## src/rtl/regfile_write_arbiter.sv

```systemverilog
// Round-robin write-port arbiter for the 32x32 regfile. After each reset it runs a zero-clear sweep.
// Optional macro REGFILE_WB_BYPASS_EN forwards the in-flight write data onto both read ports.
module regfile_write_arbiter #(
  parameter int NUM_REGS = 32,
  parameter int ADDR_W   = 5,
  parameter int DATA_W   = 32
) (
  input  logic              clock,
  input  logic              ctrl_reset_n,
  input  logic              req0_valid,
  output logic              req0_ready,
  input  logic [ADDR_W-1:0] req0_reg,
  input  logic [DATA_W-1:0] req0_data,
  input  logic              req1_valid,
  output logic              req1_ready,
  input  logic [ADDR_W-1:0] req1_reg,
  input  logic [DATA_W-1:0] req1_data,
  output logic              ctrl_writeEn,
  output logic [ADDR_W-1:0] ctrl_writeReg,
  output logic [DATA_W-1:0] data_writeReg,
  input  logic [ADDR_W-1:0] ctrl_readRegA,
  input  logic [ADDR_W-1:0] ctrl_readRegB,
  input  logic [DATA_W-1:0] data_readRegA,
  input  logic [DATA_W-1:0] data_readRegB,
  output logic [DATA_W-1:0] data_outA,
  output logic [DATA_W-1:0] data_outB,
  output logic              clear_done,
  output logic [15:0]       stall_count
);
  typedef enum logic {CLEAR, RUN} state_e;
  typedef struct packed {
    logic [ADDR_W-1:0] rg;
    logic [DATA_W-1:0] data;
  } wb_req_t;

  state_e            state_q, state_d;
  logic [ADDR_W-1:0] cnt_q;
  logic              prio_q;
  logic [1:0]        vld, rdy, xfer;
  wb_req_t [1:0]     req;
  wb_req_t           win;
  logic              stall;

  assign vld    = {req1_valid, req0_valid};
  assign req[0] = '{rg: req0_reg, data: req0_data};
  assign req[1] = '{rg: req1_reg, data: req1_data};

  always_comb begin
    state_d = state_q;
    rdy     = '0;
    case (state_q)
      CLEAR: if (cnt_q == ADDR_W'(NUM_REGS - 1)) state_d = RUN;
      RUN: begin
        if (vld == 2'b11) rdy[prio_q] = 1'b1;
        else              rdy = vld;
      end
      default: state_d = CLEAR;
    endcase
  end

  assign xfer       = vld & rdy;
  assign win        = req[xfer[1]];
  assign stall      = |(vld & ~rdy);
  assign req0_ready = rdy[0];
  assign req1_ready = rdy[1];
  assign clear_done = (state_q == RUN);

  always_ff @(posedge clock or negedge ctrl_reset_n) begin
    if (!ctrl_reset_n) begin
      state_q       <= CLEAR;
      cnt_q         <= '0;
      prio_q        <= 1'b0;
      ctrl_writeEn  <= 1'b0;
      ctrl_writeReg <= '0;
      data_writeReg <= '0;
      stall_count   <= '0;
    end else begin
      state_q <= state_d;
      if (stall && stall_count != '1) stall_count <= stall_count + 16'd1;
      if (state_q == CLEAR) begin
        ctrl_writeEn  <= 1'b1;
        ctrl_writeReg <= cnt_q;
        data_writeReg <= '0;
        cnt_q         <= cnt_q + 1'b1;
      end else if (|xfer) begin
        // winner k hands priority to the other side; r0 writes are swallowed
        prio_q       <= xfer[0];
        ctrl_writeEn <= (win.rg != '0);
        if (win.rg != '0) begin
          ctrl_writeReg <= win.rg;
          data_writeReg <= win.data;
        end
      end else begin
        ctrl_writeEn <= 1'b0;
      end
    end
  end

  logic [1:0][ADDR_W-1:0] rd_addr;
  logic [1:0][DATA_W-1:0] rd_raw, rd_out;
  assign rd_addr   = {ctrl_readRegB, ctrl_readRegA};
  assign rd_raw    = {data_readRegB, data_readRegA};
  assign data_outA = rd_out[0];
  assign data_outB = rd_out[1];

`ifdef REGFILE_WB_BYPASS_EN
  for (genvar p = 0; p < 2; p++) begin : g_byp
    assign rd_out[p] = (ctrl_writeEn && ctrl_writeReg == rd_addr[p] && rd_addr[p] != '0)
                       ? data_writeReg : rd_raw[p];
  end
`else
  logic unused_rd_addr;
  assign rd_out         = rd_raw;
  assign unused_rd_addr = ^rd_addr;
`endif
endmodule

```

## config.mk

```make
export PLATFORM = sky130hd
export DESIGN_NAME = regfile_write_arbiter
export DESIGN_NICKNAME = d
export VERILOG_FILES = /design/src/rtl/regfile_write_arbiter.sv
export SDC_FILE = /design/constraint.sdc
export NUM_CORES = 1
export LEC_CHECK = 0
export ABC_AREA = 1
export BUFFER_PORTS_ARGS = -buffer_cell sky130_fd_sc_hd__clkbuf_2
export CORE_AREA = 2 2 106 108
export CTS_CLUSTER_DIAMETER = 200
export DETAILED_ROUTE_END_ITERATION = 12
export DIE_AREA = 0 0 108 110
export HOLD_SLACK_MARGIN = 0.08
export PLACE_DENSITY = 0.73
export SLEW_MARGIN = 20
export SYNTH_ARGS = -nofsm -noshare
export SYNTH_HDL_FRONTEND = slang
export SYNTH_SLANG_ARGS = --single-unit
```

## constraint.sdc

```tcl
create_clock -name clock -period 1.9 [get_ports clock]
set_input_delay 0.19 -clock clock [delete_from_list [all_inputs] [get_ports clock]]
set_output_delay 0.19 -clock clock [all_outputs]
set_load 0.02 [all_outputs]
```

==> results by group, run 1 <==
Status
  – Status: finished, final reports clean

Die
  – Initial core utilization: 36.9%
  – Vert. Die Dim: 110 um
  – Total core area: 0.0107 mm^2
  – Die area: between 0.01 and 0.015 mm^2
  – # IOs: 273
  – FP Rows: 38
  – Die Wd: 108 um

GRT
  – Largest net degree at the start of global routing: 41
  – Initial antenna violation count: 0
  – First-pass GRT wire length: 16000 um
  – GR Overflow Total: 0
  – Number of global-route vias before repair: 3240
  – Global Route Usage Sum: 17.6%

Finish
  – Ant. Diodes: 0
  – Multi-input gate area: 0.00168 mm^2
  – Final Cell Area: 0.00459 mm^2
  – Storage cell area: 0.00153 mm^2
  – Post-Layout Cell Count: 749
  – FILL cells: 1133
  – Synthesis-to-layout area growth: 16.4%
  – Share of cells above drive strength 1: 31.7%
  – Layout net count: ~760

Yosys
  – YS warnings: 0
  – EDFF count, synth: 0
  – Most used DFF post-synth: dfrtp_1
  – #FFs+latches synth: 61
  – Synth cell count leaders: nand2_1 (190), nand3_1 (73), buf_4 (64)
  – Synth area leader: dfrtp_1
  – Largest cells by area after synthesis: dfrtp_1 (39%), nand2_1 (18%), buf_4 (12%), nand3_1 (9.3%), inv_1 (2.7%)
  – Cell variety after synth: 29
  – Synthesized instance count: between 500 and 600
  – Cell Area, Synth: 0.00395 mm^2
  – Sequential element share of the synthesized area: 38.7%
  – Syn_area_per_cell: about 7.4 um^2
  – Synthesized net count: 689
  – Top-count cell post-synth: nand2_1
  – Post-synth ARST share: between 90% and 100%
  – Yosys top cell area share: 38.7%

Worst setup path
  – Crit path top cell by count: nand2_1
  – Reg-to-reg startpoint: stall_count[0]
  – Crit end category: flip-flop
  – CP startpoint: stall_count[0]
  – Worst-path fanout max: 21
  – Crit-path max cell delay: 0.43 ns
  – Arrival time worst endpoint: 1.91 ns
  – Worst path slowest cell: dfrtp_1
  – Worst Path Buf+Inv: 2
  – Setup CP Type: reg -> reg
  – Top Family by Delay on Critical Path: simple AND/OR/NAND/NOR gates
  – Worst EP required: 2.13 ns
  – Startpoint types: flip-flop
  – Critical path, cell by cell: ha_1 > nand3_1 > inv_1 > nand4_1 > nand2_2 > inv_2 > nand2_1 > nand2_1 > nand2_1

Power and ir drop
  – VDD IR max: roughly 570 uV
  – Leakage power: 0.00255 uW
  – Power per Cell Area: 923 mW/mm^2

STA
  – Setup_tns: 0 ns
  – Post-layout min period: 1.68 ns
  – RSZ-0062 raised after global routing: no
  – Final period utilization: 88.6%
  – Final hold viol count: 0
  – Final Max Slew Viols: 0
  – Max Freq: about 590 MHz
  – Skew final: between 0.009 and 0.01 ns
  – Final Setup Violations: 0
  – Slew HR: between 60% and 70%
  – Setup ws final: 0.217 ns
  – Slew of the pin with the lowest slew margin: approximately 0.51 ns

Drt
  – WL/cell: between 10 and 15 um
  – Final antenna-violating net count: 0
  – DRC Markers: 0
  – Initial DRC count: 171
  – Vias/cell: 4.66
  – First-pass DRT Iterations: 6
  – WL final: 10400 um
  – Vias: 3494

Clock network
  – CTS tree: yes
  – CTS buffer count: 9
  – Clock transition at path regs: 0.07 ns
  – Clock Latency Late Sink: 0.33 ns
  – Setup bufs post-CTS: 0
  – Maximum clock insertion buffer count: 2
  – CTS HTree Levels: 3
  – Clock sink count: 61
  – Root buf cell: clkbuf_8

Job
  – Max-capacitance violation count: 0

Hold path
  – Hold path startpoint: req1_data[22]
  – Min-Delay Path Class: in -> reg

Place
  – Worst slack at placement: ~0.21 ns
  – GPL Wtd Cong: 0.877
  – Area after DPL: 0.00435 mm^2
  – I/O Buffers: about 130
  – DP Wirelength: 7920 um
  – Placed Instances: about 730
## report_power, final
part,switching (uW),total [uW],internal (uW)
registers,185,1690,1510
logic,792,1240,447
clock network,501,1310,807
total,1480,4240,2760
## timing repair
item	in CTS	in global routing
endpoints found under the setup margin	0	1
hold buffers	1	0
hold endpoints to repair	61	0
resized for setup	0	2
## worst paths after layout
path | to | slack, ns | cells after the start
hold reg to reg | data_writeReg[30] | 0.50 | 2
setup reg to reg | stall_count[2] | 0.22 | 9
setup / recovery | stall_count[2] | 0.22 | 9
max in group asynchronous | clear_done | 1.13 | 3
min in group asynchronous | stall_count[11] | 0.38 | 3
hold / removal | data_writeReg[22] | 0.17 | 5
## routing by layer
metal / GRT usage (%) / up-vias / part of all wire (%)
li1: - / 1770 / -
met1: 21.7 / 1561 / 42
met2: 27.9 / 134 / 48
met3: 6.00 / 29 / 7.5
met4: 7.78 / 0 / 2.5
met5: 0 / - / 0
## placed cells by master (no fill, tap or decap), types with 2 or more instances in the layout
master	n
nand2_1	190
clkbuf_2	133
nand3_1	73
dfrtp_1	60
inv_1	28
nor2_1	12
clkbuf_8	11
nand2_2	10
xor2_1	10
nand3_2	10
o21ai_1	9
o21ai_0	9
buf_4	7
nor3_1	6
buf_12	6
inv_2	5
nand4_1	4
xnor2_1	4
ha_1	3
nand3b_1	2
clkinv_2	2
bufinv_16	2
## cells by family (layout without fill, tap and decap cells)
kind of cell    after synthesis  after routing  synth area share (%)
compound gates               22             22                  3.08
fa+ha+maj                     4              4                  1.24
buf+inv                     123            198                  19.0
flops                        61             61                  38.7
xor+xnor                     14             14                  3.11
simple gates                310            310                  34.9
## metrics by stage
| stage | power [uW] | utilization (%) | hold WS [ns] |
|---|---|---|---|
| after floorplan | 2650 | - | -0.106 |
| after global placement | 2930 | 40.7 | 0.172 |
| after detailed placement | 2960 | 40.7 | 0.180 |
| after CTS | 4290 | 42.9 | 0.156 |
| after global routing | 4490 | 42.9 | 0.177 |
| final | 4240 | 42.9 | 0.173 |
## layout make-up
type / instances / share of cell area (%)
clock inverter: 4 / 1.53
sequential: 61 / 33.3
tap: 140 / 3.81
clock buffer: 12 / 3.38
multi-input combinational: 350 / 36.6
inverter: 34 / 2.83
timing repair buffer: 148 / 18.6
## worst reg2reg max path: stages (launching register included)
cell,delay (ns)
dfrtp_1,0.43
ha_1,0.28
nand3_1,0.13
inv_1,0.07
nand4_1,0.10
nand2_2,0.10
inv_2,0.27
nand2_1,0.09
nand2_1,0.07
nand2_1,0.05
## registers in the layout, indices dropped and copies added (netlist names)
name and cells:
clear_done 1, ctrl_writeReg 5, stall_count 16, prio_q 1, cnt_q 5, data_writeReg 32
ctrl_writeEn 1
(Power assumes the default switching activity.)
==> run 2: changes to the inputs <==
--- a/config.mk
+++ b/config.mk
@@ -6,13 +6,15 @@
 export NUM_CORES = 1
 export LEC_CHECK = 0
 export ABC_AREA = 1
-export BUFFER_PORTS_ARGS = -buffer_cell sky130_fd_sc_hd__clkbuf_2
-export CORE_AREA = 2 2 106 108
+export BUFFER_PORTS_ARGS = -buffer_cell sky130_fd_sc_hd__buf_4
+export CORE_ASPECT_RATIO = 0.75
+export CORE_MARGIN = 1.5
+export CORE_UTILIZATION = 40
 export CTS_CLUSTER_DIAMETER = 200
 export DETAILED_ROUTE_END_ITERATION = 12
-export DIE_AREA = 0 0 108 110
 export HOLD_SLACK_MARGIN = 0.08
-export PLACE_DENSITY = 0.73
+export PLACE_DENSITY = 0.78
+export SKIP_CTS_REPAIR_TIMING = 1
 export SLEW_MARGIN = 20
 export SYNTH_ARGS = -nofsm -noshare
 export SYNTH_HDL_FRONTEND = slang
==> results by group, run 2 (synthesized netlist as in run 1, its figures left out) <==
Status
  – Status: finished, final reports clean (unchanged)

STA
  – Final period utilization: 94.0% (was 88.6%)
  – Final hold viol count: 0 (unchanged)
  – Skew final: 0.00615 ns (was 0.00980 ns)
  – Slew of the pin with the lowest slew margin: 0.534 ns (was 0.511 ns)
  – Hold slack: 0.198 ns (was 0.173 ns)
  – Slew HR: 64.1% (was 65.9%)
  – Max Freq: 560 MHz (was 594 MHz)
  – Final Max Slew Viols: 0 (unchanged)
  – Final Setup Violations: 0 (unchanged)
  – Setup_tns: 0 ns (unchanged)
  – Post-layout min period: 1.79 ns (was 1.68 ns)

GRT
  – Global Route Usage Sum: 19.2% (was 17.6%)
  – Initial antenna violation count: 0 (unchanged)
  – GR Overflow Total: 0 (unchanged)
  – First-pass GRT wire length: 16100 um (was 16000 um)
  – Number of global-route vias before repair: 3310 (was 3240)
  – Largest net degree at the start of global routing: 37 (was 41)

Finish
  – Most common cell after layout, fill and taps aside: nand2_1 (unchanged)
  – Max reg flops: 32 (unchanged)
  – Most frequent cells in the layout: nand2_1 (190), buf_4 (149), nand3_1 (73), dfrtp_1 (60), inv_1 (28) (was nand2_1 (190), clkbuf_2 (133), nand3_1 (73), dfrtp_1 (60), inv_1 (28))
  – Layout net count: 764 (was 759)
  – Post-layout util: 52.2% (was 42.9%)
  – Multi-input gate area: 0.00168 mm^2 (unchanged)
  – Final Cell Area: 0.00502 mm^2 (was 0.00459 mm^2)
  – Share of cells above drive strength 1: 32.1% (was 31.7%)
  – Post-Layout Cell Count: 745 (was 749)
  – Storage cell area: 0.00153 mm^2 (unchanged)
  – FILL cells: 929 (was 1133)
  – Ant. Diodes: 0 (unchanged)
  – Top flop regs: data_writeReg (32), stall_count (16) (unchanged)
  – Synthesis-to-layout area growth: 27.2% (was 16.4%)
  – Reg with most FFs: data_writeReg (unchanged)

Place
  – I/O Buffers: 134 (unchanged)
  – Placed Instances: 729 (was 732)
  – Area after DPL: 0.00467 mm^2 (was 0.00435 mm^2)
  – DP Wirelength: 7840 um (was 7920 um)
  – GPL Wtd Cong: 0.834 (was 0.877)

Drt
  – Routed wl met2: 4780 um (was 4950 um)
  – First-pass DRT Iterations: 7 (was 6)
  – Vias/cell: 4.89 (was 4.66)
  – Max layer used: met4 (unchanged)
  – Met3 wire length: 767 um (was 778 um)
  – Final antenna-violating net count: 0 (unchanged)
  – WL/cell: 13.8 um (was 13.9 um)
  – WL final: 10300 um (was 10400 um)
  – WL met1: 4560 um (was 4410 um)
  – Initial DRC count: 201 (was 171)
  – DRC Markers: 0 (unchanged)
  – Vias: 3642 (was 3494)

Worst setup path
  – Reg-to-reg startpoint: prio_q (was stall_count[0])
  – Setup CP Type: reg -> reg (unchanged)
  – Critical Path Sink: data_writeReg[27] (was stall_count[2])
  – Arrival time worst endpoint: 2.04 ns (was 1.91 ns)
  – Reg2reg end: data_writeReg[27] (was stall_count[2])
  – Startpoint types: flip-flop (unchanged)
  – Worst EP required: 2.15 ns (was 2.13 ns)
  – R2R cell count: 10 (was 9)
  – Crit end category: flip-flop (unchanged)
  – CP startpoint: prio_q (was stall_count[0])
  – Worst-path fanout max: 13 (was 21)
  – R2r setup slk: 0.11 ns (was 0.22 ns)

Clock network
  – Maximum clock insertion buffer count: 2 (unchanged)
  – Clock transition at path regs: 0.05 ns (was 0.07 ns)
  – Clock Latency Late Sink: 0.32 ns (was 0.33 ns)
  – CTS HTree Levels: 3 (unchanged)
  – CTS buffer count: 9 (unchanged)
  – Root buf cell: clkbuf_16 (was clkbuf_8)
  – CTS tree: yes (unchanged)
  – Clock sink count: 61 (unchanged)

Power and ir drop
  – Leakage power: 0.00269 uW (was 0.00255 uW)
  – Power per Cell Area: 964 mW/mm^2 (was 923 mW/mm^2)
  – VDD IR max: 547 uV (was 565 uV)

Hold path
  – Min-Delay Path Class: in -> reg (unchanged)

Job
  – Max-capacitance violation count: 0 (unchanged)

Die
  – Die area: 0.0105 mm^2 (was 0.0119 mm^2)
  – FP Rows: 31 (was 38)
  – Total core area: 0.00962 mm^2 (was 0.0107 mm^2)
  – Vert. Die Dim: 89.0 um (was 110 um)
  – Initial core utilization: 41.0% (was 36.9%)
  – # IOs: 273 (unchanged)
  – Die Wd: 118 um (was 108 um)
-- run 2: cell types whose count changed in the layout (fill, tap and decap cells not counted) --
cell / previous run / this run
inv_2: 5 / 4
clkbuf_2: 133 / 0
buf_12: 6 / 3
clkbuf_8: 11 / 2
clkinv_2: 2 / 0
inv_4: 1 / 2
buf_2: 1 / 0
clkinv_4: 0 / 1
buf_4: 7 / 149
clkbuf_16: 0 / 9
-- run 2: worst min-delay path by stage --
| stage | startpoint | end | slack (ns) | cells after the start |
|---|---|---|---|---|
| after floorplan | ctrl_reset_n | clear_done | -0.11 | 0 |
| after global routing | req1_data[31] | data_writeReg[31] | 0.21 | 5 |
| final | req1_data[31] | data_writeReg[31] | 0.20 | 5 |
| after detailed placement | ctrl_reset_n | data_writeReg[17] | 0.18 | 1 |
| after CTS | ctrl_reset_n | data_writeReg[16] | -0.17 | 1 |
| after global placement | ctrl_reset_n | data_writeReg[21] | 0.18 | 1 |
-- run 2: area by class of cell --
| type | instances | share of cell area (%) |
|---|---|---|
| clock inverters | 3 | 1.37 |
| clock buffers | 12 | 5.11 |
| flip-flops and latches | 61 | 30.4 |
| well taps | 132 | 3.29 |
| inverters | 34 | 2.64 |
| multi-input cells | 350 | 33.5 |
| repair buffers | 153 | 23.7 |
-- run 2: routing by layer --
metal	vias to the layer above	global-route usage, %
met4	0	7.21
met1	1685	25.7
met5	-	0
met3	22	5.99
li1	1774	-
met2	161	29.6
-- run 2: critical path: stages, from the launching register on --
cell and delay, ns:
dfrtp_1 0.39, inv_1 0.10, nand2_2 0.08, nand2_4 0.18, nand2_1 0.07, o21ai_1 0.16
nand2_2 0.15, o21bai_4 0.21, buf_4 0.20, nand3_1 0.09, nand2_1 0.08
-- run 2: through the flow --
step	setup slack, ns	total power [uW]
after floorplan	0.238	2650
after global routing	-0.0149	5100
after CTS	-0.0881	4880
after detailed placement	0.0867	3110
final	0.115	4840
after global placement	0.168	3060
-- run 2: report_power, final --
group	total [uW]	internal, uW	switching [uW]
Combinational	1400	598	801
Sequential	1700	1510	192
Clock	1740	1210	527
==> run 3: changes to the inputs <==
--- a/config.mk
+++ b/config.mk
@@ -7,13 +7,12 @@
 export LEC_CHECK = 0
 export ABC_AREA = 1
 export BUFFER_PORTS_ARGS = -buffer_cell sky130_fd_sc_hd__buf_4
-export CORE_ASPECT_RATIO = 0.75
-export CORE_MARGIN = 1.5
-export CORE_UTILIZATION = 40
+export CORE_AREA = 2 2 106 108
 export CTS_CLUSTER_DIAMETER = 200
 export DETAILED_ROUTE_END_ITERATION = 12
+export DIE_AREA = 0 0 108 110
 export HOLD_SLACK_MARGIN = 0.08
-export PLACE_DENSITY = 0.78
+export PLACE_DENSITY = 0.73
 export SKIP_CTS_REPAIR_TIMING = 1
 export SLEW_MARGIN = 20
 export SYNTH_ARGS = -nofsm -noshare
==> results by group, run 3 (synthesized netlist as in run 1, its figures left out) <==
Status
  – Status: finished, final reports clean (unchanged)

Finish
  – Layout net count: 758 (was 764)
  – Max reg flops: 32 (unchanged)
  – Ant. Diodes: 0 (unchanged)
  – Top flop regs: data_writeReg (32), stall_count (16) (unchanged)
  – Share of cells above drive strength 1: 31.1% (was 32.1%)
  – Synthesis-to-layout area growth: 22.6% (was 27.2%)
  – FILL cells: 1090 (was 929)
  – Most common cell after layout, fill and taps aside: nand2_1 (unchanged)
  – Post-layout util: 45.2% (was 52.2%)
  – Most frequent cells in the layout: nand2_1 (190), buf_4 (142), nand3_1 (73), dfrtp_1 (60), inv_1 (28) (was nand2_1 (190), buf_4 (149), nand3_1 (73), dfrtp_1 (60), inv_1 (28))
  – Reg with most FFs: data_writeReg (unchanged)
  – Post-Layout Cell Count: 748 (was 745)

Worst setup path
  – Worst EP required: 1.71 ns (was 2.15 ns)
  – Top Family by Delay on Critical Path: buffers and inverters (was simple AND/OR/NAND/NOR gates)
  – Worst Path Buf+Inv: 4 (was 2)
  – Crit-path max cell delay: 0.38 ns (was 0.39 ns)
  – Worst-path fanout max: 34 (was 13)
  – Worst path slowest cell: dfrtp_2 (was dfrtp_1)
  – Critical path, cell by cell: nand2_1 > inv_2 > nand2_4 > buf_4 > inv_8 > buf_4 (was inv_1 > nand2_2 > nand2_4 > nand2_1 > o21ai_1 > nand2_2 > o21bai_4 > buf_4 > nand3_1 > nand2_1)
  – Crit end category: output port (was flip-flop)
  – Setup CP Type: reg -> out (was reg -> reg)
  – Arrival time worst endpoint: 1.57 ns (was 2.04 ns)
  – Startpoint types: flip-flop (unchanged)
  – Crit path top cell by count: buf_4

STA
  – Max Freq: 568 MHz (was 560 MHz)
  – Post-layout min period: 1.76 ns (was 1.79 ns)
  – Final hold viol count: 0 (unchanged)
  – Slew of the pin with the lowest slew margin: 0.511 ns (was 0.534 ns)
  – Final Setup Violations: 0 (unchanged)
  – Hold slack: 0.184 ns (was 0.198 ns)
  – Skew final: 0.00463 ns (was 0.00615 ns)
  – Final Max Slew Viols: 0 (unchanged)
  – Final period utilization: 92.7% (was 94.0%)
  – Slew HR: 65.6% (was 64.1%)
  – RSZ-0062 raised after global routing: no

Clock network
  – Maximum clock insertion buffer count: 2 (unchanged)
  – Clock transition at path regs: 0.07 ns (was 0.05 ns)
  – CTS HTree Levels: 3 (unchanged)
  – CTS buffer count: 9 (unchanged)
  – Root buf cell: clkbuf_8 (was clkbuf_16)
  – Clock Latency Late Sink: 0.33 ns (was 0.32 ns)
  – Clock sink count: 61 (unchanged)
  – CTS tree: yes (unchanged)

GRT
  – Global Route Usage Sum: 18.7% (was 19.2%)
  – Largest net degree at the start of global routing: 36 (was 37)
  – Initial antenna violation count: 0 (unchanged)
  – Number of global-route vias before repair: 3597 (was 3310)
  – GR Overflow Total: 0 (unchanged)
  – First-pass GRT wire length: 17300 um (was 16100 um)

Die
  – Vert. Die Dim: 110 um (was 89.0 um)
  – Die area: 0.0119 mm^2 (was 0.0105 mm^2)
  – # IOs: 273 (unchanged)
  – Total core area: 0.0107 mm^2 (was 0.00962 mm^2)
  – FP Rows: 38 (was 31)
  – Die Wd: 108 um (was 118 um)
  – Initial core utilization: 36.9% (was 41.0%)

Place
  – I/O Buffers: 134 (unchanged)
  – GPL Wtd Cong: 0.881 (was 0.834)
  – DP Wirelength: 8190 um (was 7840 um)
  – Placed Instances: 729 (unchanged)

Job
  – Max-capacitance violation count: 0 (unchanged)

Drt
  – DRC Markers: 0 (unchanged)
  – WL/cell: 15.0 um (was 13.8 um)
  – Vias/cell: 4.97 (was 4.89)
  – First-pass DRT Iterations: 4 (was 7)
  – Vias: 3715 (was 3642)
  – Initial DRC count: 191 (was 201)
  – WL final: 11200 um (was 10300 um)
  – Final antenna-violating net count: 0 (unchanged)

Power and ir drop
  – Clock share of power: 23.8% (was 35.9%)
  – Final Power: 4070 uW (was 4840 uW)
  – VDD IR max: 524 uV (was 547 uV)
  – Power per Cell Area: 841 mW/mm^2 (was 964 mW/mm^2)
  – Internal power: 2580 uW (was 3320 uW)
  – Flop pwr share: 41.8% (was 35.1%)
  – Gate power share: 34.4% (was 28.9%)
  – Leakage power: 0.00259 uW (was 0.00269 uW)
  – Net switching power: 1490 uW (was 1520 uW)
  – Sw frac: 36.6% (was 31.4%)

Hold path
  – Min-Delay Path Class: in -> reg (unchanged)
run 3: changes by cell type in the layout (fill, tap and decap cells not counted), moves of 2 or more:
| cell | change |
|---|---|
| bufinv_16 | -2 |
| inv_4 | -2 |
| clkinv_2 | +2 |
| clkbuf_8 | +7 |
| clkbuf_1 | +4 |
| clkbuf_16 | -8 |
| buf_4 | -7 |
run 3: path summary, 6_finish.rpt:
kind                                start                 to  slack (ns)  cells after the start
max                            clear_done         req1_ready        0.14                      6
min                         req1_data[22]  data_writeReg[22]        0.18                      5
max reg2reg                stall_count[0]     stall_count[2]        0.17                      9
min reg2reg                      cnt_q[3]           cnt_q[3]        0.50                      1
max in group asynchronous    ctrl_reset_n  data_writeReg[24]        1.03                      3
min in group asynchronous    ctrl_reset_n    stall_count[12]        0.35                      2
run 3: stage by stage:
step | setup TNS, ns | setup WS (ns) | cell area, um^2
global placement | 0 | 0.186 | 4620
finish | 0 | 0.138 | 4830
global route | 0 | 0.0245 | 4830
floorplan | 0 | 0.238 | 3950
CTS | -0.223 | -0.223 | 4780
detailed placement | 0 | 0.114 | 4620
run 3: power by group through the flow:
stage	sequential, uW	combinational (uW)	clock [uW]
after CTS	1700	1390	1000
after floorplan	1930	715	0
final	1700	1400	967
after global routing	1730	1530	1050
after detailed placement	1720	1390	0
after global placement	1710	1360	0
run 3: worst register-to-register path, cell delays in order, from the launching register on:
cell	delay [ns]
dfrtp_1	0.43
ha_2	0.24
nand3_1	0.12
inv_1	0.09
nand4_1	0.10
nand2_2	0.12
inv_2	0.29
nand2_1	0.10
nand2_1	0.07
nand2_1	0.04
run 3: cell type report:
class                      count  area, um^2  area share [%]
clock buffer                  14         143            2.95
clock inverter                 2        10.0           0.207
inverter                      34         135            2.80
multi-input combinational    350        1680            34.8
sequential                    61        1530            31.6
tap                          140         175            3.62
timing repair buffer         147        1160            24.0
run 3: metal layers:
| layer | up-vias | wire length (um) | GRT usage [%] |
|---|---|---|---|
| li1 | 1758 | - | - |
| met2 | 150 | 5680 | 31.0 |
| met5 | - | 0 | 0 |
| met1 | 1776 | 4430 | 22.1 |
| met3 | 31 | 879 | 6.29 |
| met4 | 0 | 244 | 8.06 |
